### src/rtl/morse_encoder_if.sv
// Symbol stream and keying interface of the Morse encoder.
//   sym_valid : source offers a symbol on sym
//   sym       : 00 dot, 01 dash, 10 letter gap, 11 word gap
//   sym_ready : encoder can accept a symbol this cycle
//   key       : registered keying output, 1 = tone/mark
//   busy      : encoder has buffered symbols or is sequencing one
// Handshake: a symbol transfers on a rising clk edge where sym_valid and
// sym_ready are both 1; the source holds sym stable while sym_valid=1 and
// sym_ready=0, and sym_ready never depends on sym_valid.
interface morse_encoder_if;
  logic       sym_valid;
  logic [1:0] sym;
  logic       sym_ready;
  logic       key;
  logic       busy;

  modport master (output sym_valid, output sym, input sym_ready, input key, input busy);
  modport slave  (input sym_valid, input sym, output sym_ready, output key, output busy);
endinterface

### src/rtl/morse_encoder.sv
// Morse encoder: buffers dot/dash/gap symbols in a small FIFO and plays them
// out on a keying line, one Morse unit = TIMER_FINAL_VALUE+1 clk cycles.
// Ports:
//   clk     : system clock, all state on rising edge
//   reset   : synchronous active-high reset
//   bus     : morse_encoder_if.slave (sym_valid/sym/sym_ready/key/busy)
//   state_o : debug view of the FSM state (0 IDLE, 1 MARK, 2 SPACE)
module morse_encoder #(
  parameter int TIMER_FINAL_VALUE = 6_999_999,
  parameter int FIFO_DEPTH        = 4
) (
  input  logic            clk,
  input  logic            reset,
  morse_encoder_if.slave  bus,
  output logic [1:0]      state_o
);

  typedef enum logic [1:0] {
    IDLE  = 2'd0,
    MARK  = 2'd1,
    SPACE = 2'd2
  } state_t;

  localparam int AW = $clog2(FIFO_DEPTH);
  localparam int TW = (TIMER_FINAL_VALUE > 0) ? $clog2(TIMER_FINAL_VALUE + 1) : 1;
  localparam logic [TW-1:0] TIMER_LAST    = TW'(TIMER_FINAL_VALUE);
  localparam logic [AW:0]   FIFO_FULL_CNT = (AW + 1)'(FIFO_DEPTH);

  // ---------------- symbol FIFO ----------------
  logic [1:0]    mem_q [FIFO_DEPTH];
  logic [AW-1:0] wr_ptr_q;
  logic [AW-1:0] rd_ptr_q;
  logic [AW:0]   count_q;
  logic          fifo_full;
  logic          fifo_empty;
  logic          push;
  logic          pop;
  logic [1:0]    head;

  assign fifo_full  = (count_q == FIFO_FULL_CNT);
  assign fifo_empty = (count_q == '0);
  // Full is judged on the registered count, so a pop in this cycle does not
  // open the input until the next cycle.
  assign push       = bus.sym_valid & ~fifo_full;
  assign head       = mem_q[rd_ptr_q];

  always_ff @(posedge clk) begin
    if (reset) begin
      wr_ptr_q <= '0;
      rd_ptr_q <= '0;
      count_q  <= '0;
      for (int i = 0; i < FIFO_DEPTH; i++) begin
        mem_q[i] <= 2'b00;
      end
    end else begin
      if (push) begin
        mem_q[wr_ptr_q] <= bus.sym;
        wr_ptr_q        <= wr_ptr_q + AW'(1);
      end
      if (pop) begin
        rd_ptr_q <= rd_ptr_q + AW'(1);
      end
      case ({push, pop})
        2'b10:   count_q <= count_q + (AW + 1)'(1);
        2'b01:   count_q <= count_q - (AW + 1)'(1);
        default: count_q <= count_q;
      endcase
    end
  end

  // ---------------- sequencing FSM ----------------
  state_t        state_q, state_d;
  logic [TW-1:0] timer_q, timer_d;
  logic [2:0]    units_q, units_d;   // units remaining after the current one
  logic          key_q;
  logic          tick;
  state_t        ld_state;
  logic [2:0]    ld_units;

  assign tick = (timer_q == TIMER_LAST);

  // What the head symbol loads. Gaps are one unit short of their nominal
  // length because the preceding element already supplied one space unit.
  always_comb begin
    ld_state = MARK;
    ld_units = 3'd0;
    case (head)
      2'b00:   begin ld_state = MARK;  ld_units = 3'd0; end
      2'b01:   begin ld_state = MARK;  ld_units = 3'd2; end
      2'b10:   begin ld_state = SPACE; ld_units = 3'd1; end
      default: begin ld_state = SPACE; ld_units = 3'd5; end
    endcase
  end

  always_comb begin
    state_d = state_q;
    timer_d = timer_q;
    units_d = units_q;
    pop     = 1'b0;
    case (state_q)
      IDLE: begin
        if (!fifo_empty) begin
          pop     = 1'b1;
          state_d = ld_state;
          units_d = ld_units;
          timer_d = '0;
        end
      end
      MARK: begin
        if (tick) begin
          timer_d = '0;
          if (units_q == 3'd0) begin
            // intra-character gap of one unit
            state_d = SPACE;
            units_d = 3'd0;
          end else begin
            units_d = units_q - 3'd1;
          end
        end else begin
          timer_d = timer_q + TW'(1);
        end
      end
      SPACE: begin
        if (tick) begin
          timer_d = '0;
          if (units_q == 3'd0) begin
            // chain straight into the next symbol, no idle cycle
            if (!fifo_empty) begin
              pop     = 1'b1;
              state_d = ld_state;
              units_d = ld_units;
            end else begin
              state_d = IDLE;
            end
          end else begin
            units_d = units_q - 3'd1;
          end
        end else begin
          timer_d = timer_q + TW'(1);
        end
      end
      default: begin
        state_d = IDLE;
        timer_d = '0;
        units_d = 3'd0;
      end
    endcase
  end

  always_ff @(posedge clk) begin
    if (reset) begin
      state_q <= IDLE;
      timer_q <= '0;
      units_q <= 3'd0;
      key_q   <= 1'b0;
    end else begin
      state_q <= state_d;
      timer_q <= timer_d;
      units_q <= units_d;
      key_q   <= (state_d == MARK);
    end
  end

  assign bus.sym_ready = ~fifo_full;
  assign bus.key       = key_q;
  assign bus.busy      = (state_q != IDLE) | ~fifo_empty;
  assign state_o       = state_q;

endmodule

### src/flat_wrapper.sv
// flat-port wrapper written by rule: the top's interface ports become plain ports
module morse_encoder_flat 
#(
  parameter int TIMER_FINAL_VALUE = 6_999_999,
  parameter int FIFO_DEPTH        = 4
)
  (clk, reset, state_o, bus_sym_valid, bus_sym, bus_sym_ready, bus_key, bus_busy);
  morse_encoder_if bus_i ();
  input  logic clk;
  input  logic reset;
  output logic [1:0] state_o;
  input wire logic [$bits(bus_i.sym_valid)-1:0] bus_sym_valid;
  input wire logic [$bits(bus_i.sym)-1:0] bus_sym;
  output wire logic [$bits(bus_i.sym_ready)-1:0] bus_sym_ready;
  output wire logic [$bits(bus_i.key)-1:0] bus_key;
  output wire logic [$bits(bus_i.busy)-1:0] bus_busy;
  assign bus_i.sym_valid = bus_sym_valid;
  assign bus_i.sym = bus_sym;
  assign bus_sym_ready = bus_i.sym_ready;
  assign bus_key = bus_i.key;
  assign bus_busy = bus_i.busy;
  morse_encoder #(.TIMER_FINAL_VALUE(TIMER_FINAL_VALUE), .FIFO_DEPTH(FIFO_DEPTH)) u_core (.clk(clk), .reset(reset), .bus(bus_i), .state_o(state_o));
endmodule
### config.mk
export PLATFORM = sky130hd
export DESIGN_NAME = morse_encoder_flat
export DESIGN_NICKNAME = d
export VERILOG_FILES = /design/src/rtl/morse_encoder_if.sv /design/src/rtl/morse_encoder.sv /design/src/flat_wrapper.sv
export SDC_FILE = /design/constraint.sdc
export NUM_CORES = 1
export LEC_CHECK = 0
export CORE_MARGIN = 3
export CORE_UTILIZATION = 25
export CTS_CLUSTER_DIAMETER = 100
export DETAILED_ROUTE_END_ITERATION = 8
export PLACE_DENSITY = 0.37
export SYNTH_ARGS = -nofsm -noshare
export SYNTH_HDL_FRONTEND = slang
export SYNTH_SLANG_ARGS = --single-unit
export TNS_END_PERCENT = 1
### constraint.sdc
create_clock -name clk -period 3.5 [get_ports clk]
set_clock_uncertainty 0.2 [all_clocks]
set_input_delay 0.525 -clock clk [delete_from_list [all_inputs] [get_ports clk]]
set_output_delay 0.525 -clock clk [all_outputs]
set_load 0.005 [all_outputs]
-- After elaboration in Yosys (flattened, before gate mapping)
Memory sizes are Yosys's and may differ from the RTL's. A register that Yosys moved wholly into a read port is not among the register bits.
Cells that the tools add are included.
- register bits after elaboration: 36
- bits in writable memories: 8
- input port bits: 5
- output and inout bits: 5
- word-level logic and storage cells: 73
- memories kept: 1
- add/subtract/negate cells: 6
- equal/unequal tests: 12
- multiplexer cells: 33
- bitwise operators: 4
- reduce and logical (&&, ||, !) cells: 10
- memory list (memory ; words ; bits a word ; rd ports ; clocked after Yosys merged registers in ; wr ports ; RTL line ; text):
    u_core.mem_q ; 4 ; 2 ; 1 ; 1 ; 4 ; morse_encoder.sv:30 ; logic [1:0] mem_q [FIFO_DEPTH];
- operator list (kind ; count):
    $mux W23 ; 2
    $pmux W23 S2 ; 1
    $add A23 B1 Y23 const B ; 1
    $eq A23 B23 Y1 const B ; 1
    $mux W2 ; 11
    $pmux W3 S3 ; 2
    $mux W3 ; 5
    $mux W1 ; 9
    $eq A2 B1 Y1 const B ; 4
    $eq A2 B2 Y1 const B ; 3
    $logic_not A3 Y1 ; 2
    $pmux W2 S3 ; 1
    $pmux W3 S2 ; 1
    $reduce_or A2 Y1 ; 3
    $sub A3 B1 Y3 const B ; 2
    $add A2 B1 Y2 const B ; 2
    $logic_not A2 Y1 ; 2
    $ne A2 B1 Y1 const B ; 2
    $reduce_bool A2 Y1 ; 2
    $add A3 B1 Y3 const B ; 1
    $eq A3 B3 Y1 const B ; 1
    $ne A2 B2 Y1 const B ; 1
    $not A1 Y1 ; 2
    $pmux W1 S2 ; 1
    3 further kinds ; 3

-- Depth between registers and ports, before layout
- depth after elaboration: 8
- gate-level depth with buffers: 12

-- Least setup slack after synthesis
OpenSTA, ideal clock, no wires.
- kind: register to register
- start point: reg u_core.units_q[0]
- end point: reg u_core.count_q[2]
- setup time: 0.071 ns
- arrival time: 2.543 ns
- data required time: 3.229 ns
- slack: 0.687 ns
- stages on the path, launching flop included: 13
- path buffers: 0
- clock period less this slack: 2.813 ns
- cell sequence: dfxtp_1 > inv_1 > ha_1 > nor2b_1 > and4_1 > a31oi_1 > nor2_1 > ha_1 > inv_1 > fa_1 > xor2_1 > or3_1 > a21oi_1
- longest elaborated chain between the ends: 6
- elaborated cells on any way between the ends: 8
- RTL lines (what ; RTL line ; text):
    from (decl) ; morse_encoder.sv:74 ; logic [2:0] units_q, units_d;
    from (signal assigned) ; morse_encoder.sv:159 ; units_q <= units_d;
    $logic_not A3 Y1 * ; morse_encoder.sv:126 ; if (units_q == 3'd0) begin
    $mux W1 * ; morse_encoder.sv:126 ;
    $mux W1 * ; morse_encoder.sv:124 ; if (tick) begin
    $pmux W1 S2 * ; morse_encoder.sv:100 ; case (state_q)
    net u_core.pop ; morse_encoder.sv:37 ; logic pop;
    $eq A2 B1 Y1 or $eq A2 B2 Y1 (tied branches) ; morse_encoder.sv:63 ; case ({push, pop})
    $pmux W3 S2 or $reduce_bool A2 Y1 (tied branches) ; - ;
    to (signal assigned) ; morse_encoder.sv:64 ; 2'b10: count_q <= count_q + (AW + 1)'(1);
    to (signal assigned) ; morse_encoder.sv:65 ; 2'b01: count_q <= count_q - (AW + 1)'(1);
    to (signal assigned) ; morse_encoder.sv:66 ; default: count_q <= count_q;
    to (decl) ; morse_encoder.sv:33 ; logic [AW:0] count_q;
Mark *: on every way through the listed nets, which the timed path passes. The rest lies on a longest branch.
A chain may end at the register's enable or synchronous reset.

-- Worst setup path in the final report
Same ends and word-level chain as after synthesis.

==> results.json <==
{
  "status": "completed",
  "final_common_cell": "dfxtp_1",
  "clock-sinks": 46,
  "finalHoldViolations": 0,
  "p_sw_uw": 742,
  "async_flop_share": 0,
  "cts_root_buf": "clkbuf_8",
  "tightest_slew_ns": 0.835,
  "regArea_mm2": 0.00100,
  "place_congestion": 0.787,
  "dp_hpwl_um": 3750,
  "worstPathCellList": "inv_1 -> ha_1 -> nor2b_1 -> and4_1 -> a31oi_1 -> nor2_1 -> ha_1 -> inv_1 -> fa_1 -> xor2_1 -> or3_1 -> a21oi_1",
  "p_comb_frac": 0.407,
  "rsz0062_at_grt": "no",
  "yosys_warnings": 0,
  "grt_max_degree": 24,
  "grt_pass1_wl_um": 8710,
  "ctsResizeCount": 0,
  "worst-path-max-fanout": 5,
  "std_cell_rows": 35,
  "crit_type": "flop to flop",
  "portBuffers": 9,
  "power_density_mw_per_mm2": 719,
  "fillCellCount": 977,
  "clk_pin_slew_worst_paths_ns": 0.10,
  "htree_num_levels": 2,
  "hold_path.class": "flop to flop",
  "syn_to_final_growth_pct": 14.6,
  "fin_crit_ns": 3.17,
  "fin_setup_tns_ns": 0,
  "dr.pass1.iters": 4,
  "hold_depth": 2,
  "cp.required_ns": 3.54,
  "start_util": 0.259,
  "fin_nets": 287,
  "ys_ff_latch": 46,
  "detail-route-antenna-nets": 0,
  "insertion_delay_ns": 0.30,
  "drv_slew": 0,
  "worstHoldStart": "u_core.timer_q[1]$_SDFFE_PP0P_",
  "drcViolationCount": 0,
  "synthCells": 263,
  "synth.distinct_cells": 54,
  "tritoncts": "done",
  "slowest_delay_ns": 0.40,
  "p_seq_frac": 0.350,
  "syn_nets": 277,
  "routed_wl_um": 5260,
  "grt_pass1_vias": 1741,
  "grtUsageTotal": 0.0986,
  "wire_per_inst_um": 13.1,
  "fp.dieH_um": 104,
  "hold_end": "u_core.timer_q[1]$_SDFFE_PP0P_",
  "crit_path_top_delay_cell": "nor2b_1",
  "place_area_mm2": 0.00263,
  "drtIter0Drc": 96,
  "clockPowerShare": 0.243,
  "antenna_cells": 0,
  "final_cell_mix": "38 x dfxtp_1, 35 x nor2_1, 17 x xnor2_1",
  "p_sw_frac": 0.373,
  "fin_crit_sh": 0.905,
  "synth_area_mm2": 0.00241,
  "final_layout_size_suffix_gt1_frac": 0.0839,
  "holdBufCountCts": 0,
  "finish.instance_area_mm2": 0.00276,
  "cap_violations": 0,
  "ys_seq_area_frac": 0.415,
  "die_area_mm2": 0.0109,
  "cts_buffer_depth": 2,
  "antenna_found_initial": 0,
  "reg2reg_to": "u_core.count_q[2]$_SDFFE_PP0P_",
  "p_leak_uw": 0.000893,
  "r2r_slack_ns": 0.33,
  "cts_buffers": 5,
  "vias": 1838,
  "io_pins": 10,
  "power_report.internal_total_uw": 1250,
  "r2r-start": "u_core.units_q[0]$_SDFFE_PP0P_",
  "max-slew-margin-rel": 0.443,
  "max_freq_mhz": 316,
  "via_per_inst": 4.56,
  "crit_path_start_kind": "flop",
  "grt_overflow": 0,
  "core_area_mm2": 0.00933,
  "avgSynthCellArea_um2": 9.17,
  "hold_slack_ns": 0.291,
  "synth_edf_count": 8,
  "cp.arrival_ns": 3.21,
  "setup_violations": 0,
  "die_x_um": 104,
  "cts_setup_buffers": 0,
  "worstRegToRegCells": 12,
  "ir_worst_vdd_mv": 0.182,
  "synthFlopType": "dfxtp_1",
  "end_kind": "flop",
  "multi_input_area_mm2": 0.00130
}
final cells by class:
type                            count  share of cell area
Clock buffer                        5              0.0249
Clock inverter                      3              0.0249
Inverter                           16              0.0217
Multi-Input combinational cell    193               0.470
Sequential cell                    46               0.362
Tap cell                          129              0.0584
Timing Repair Buffer               11              0.0380
synthesized netlist by cell type (5+ instances only):
master	count	area share
edfxtp_1	8	0.10
or3_1	7	0.018
nor3_1	11	0.023
a21oi_1	11	0.023
nand2_1	16	0.025
xnor2_1	17	0.062
dfxtp_1	38	0.32
nand3_1	8	0.017
xor2_1	7	0.025
nor4_1	8	0.021
ha_1	8	0.041
o21ai_0	9	0.019
inv_1	16	0.025
nor2_1	35	0.054
nand4_1	5	0.013
cell families (layout without fill, tap and decap cells):
group	Yosys count	count (layout)	share of synthesized area
mux	3	3	0.0228
buf+inv	24	35	0.0467
flops	46	46	0.415
simple gates	119	119	0.270
xor+xnor	24	24	0.0871
fa+ha+maj	9	9	0.0498
compound gates	38	38	0.108
stage by stage:
stage / instances / setup WS (ns) / total power, uW / utilization
6_report: 403 / 0.331 / 1990 / 0.296
5_1_grt: 403 / 0.137 / 2140 / 0.296
4_1_cts: 403 / 0.344 / 2020 / 0.296
3_5_place_dp: 395 / 0.366 / 1520 / 0.282
3_3_place_gp: 395 / 0.473 / 1540 / 0.282
2_1_floorplan: 263 / 0.687 / 1320 / -
state kept, by name (all words and copies together) (netlist names), named ones only:
signal           cells
u_core.count_q       3
u_core.state_o       2
u_core.rd_ptr_q      2
u_core.timer_q      23
u_core.bus.key       1
u_core.units_q       3
u_core.wr_ptr_q      2
u_core.mem_q         8
worst max-delay path: cells and delay by family (launching register included):
kind | cells | cell delay (ns)
buffers and inverters | 2 | 0.14
XOR/XNOR | 1 | 0.15
flip-flops | 1 | 0.35
AO/OA/AOI/OAI | 2 | 0.32
adder cells (fa/ha/maj) | 3 | 0.75
AND/OR/NAND/NOR | 4 | 1.20
power groups by stage:
| stage | logic (uW) | clock network [uW] | registers [uW] |
|---|---|---|---|
| CTS | 819 | 502 | 697 |
| floorplan | 630 | 0 | 687 |
| finish | 809 | 483 | 696 |
| global placement | 827 | 0 | 711 |
| detailed placement | 815 | 0 | 708 |
| global route | 912 | 519 | 710 |
worst max path at each step:
stage                                   startpoint                              to  slack (ns)  depth (start not counted)
global route        u_core.units_q[0]$_SDFFE_PP0P_  u_core.count_q[2]$_SDFFE_PP0P_        0.14                         12
floorplan           u_core.units_q[0]$_SDFFE_PP0P_  u_core.count_q[2]$_SDFFE_PP0P_        0.69                         12
CTS                 u_core.units_q[0]$_SDFFE_PP0P_  u_core.count_q[2]$_SDFFE_PP0P_        0.34                         12
finish              u_core.units_q[0]$_SDFFE_PP0P_  u_core.count_q[2]$_SDFFE_PP0P_        0.33                         12
detailed placement  u_core.units_q[0]$_SDFFE_PP0P_  u_core.count_q[2]$_SDFFE_PP0P_        0.37                         12
global placement    u_core.units_q[0]$_SDFFE_PP0P_  u_core.count_q[2]$_SDFFE_PP0P_        0.47                         12
routing by layer:
layer  GRT usage  part of all wire
met1       0.136              0.51
met2       0.153              0.45
met3      0.0248             0.033
met4      0.0285            0.0067
met5           0                 0
No activity file was read; power rests on OpenSTA's default activity.
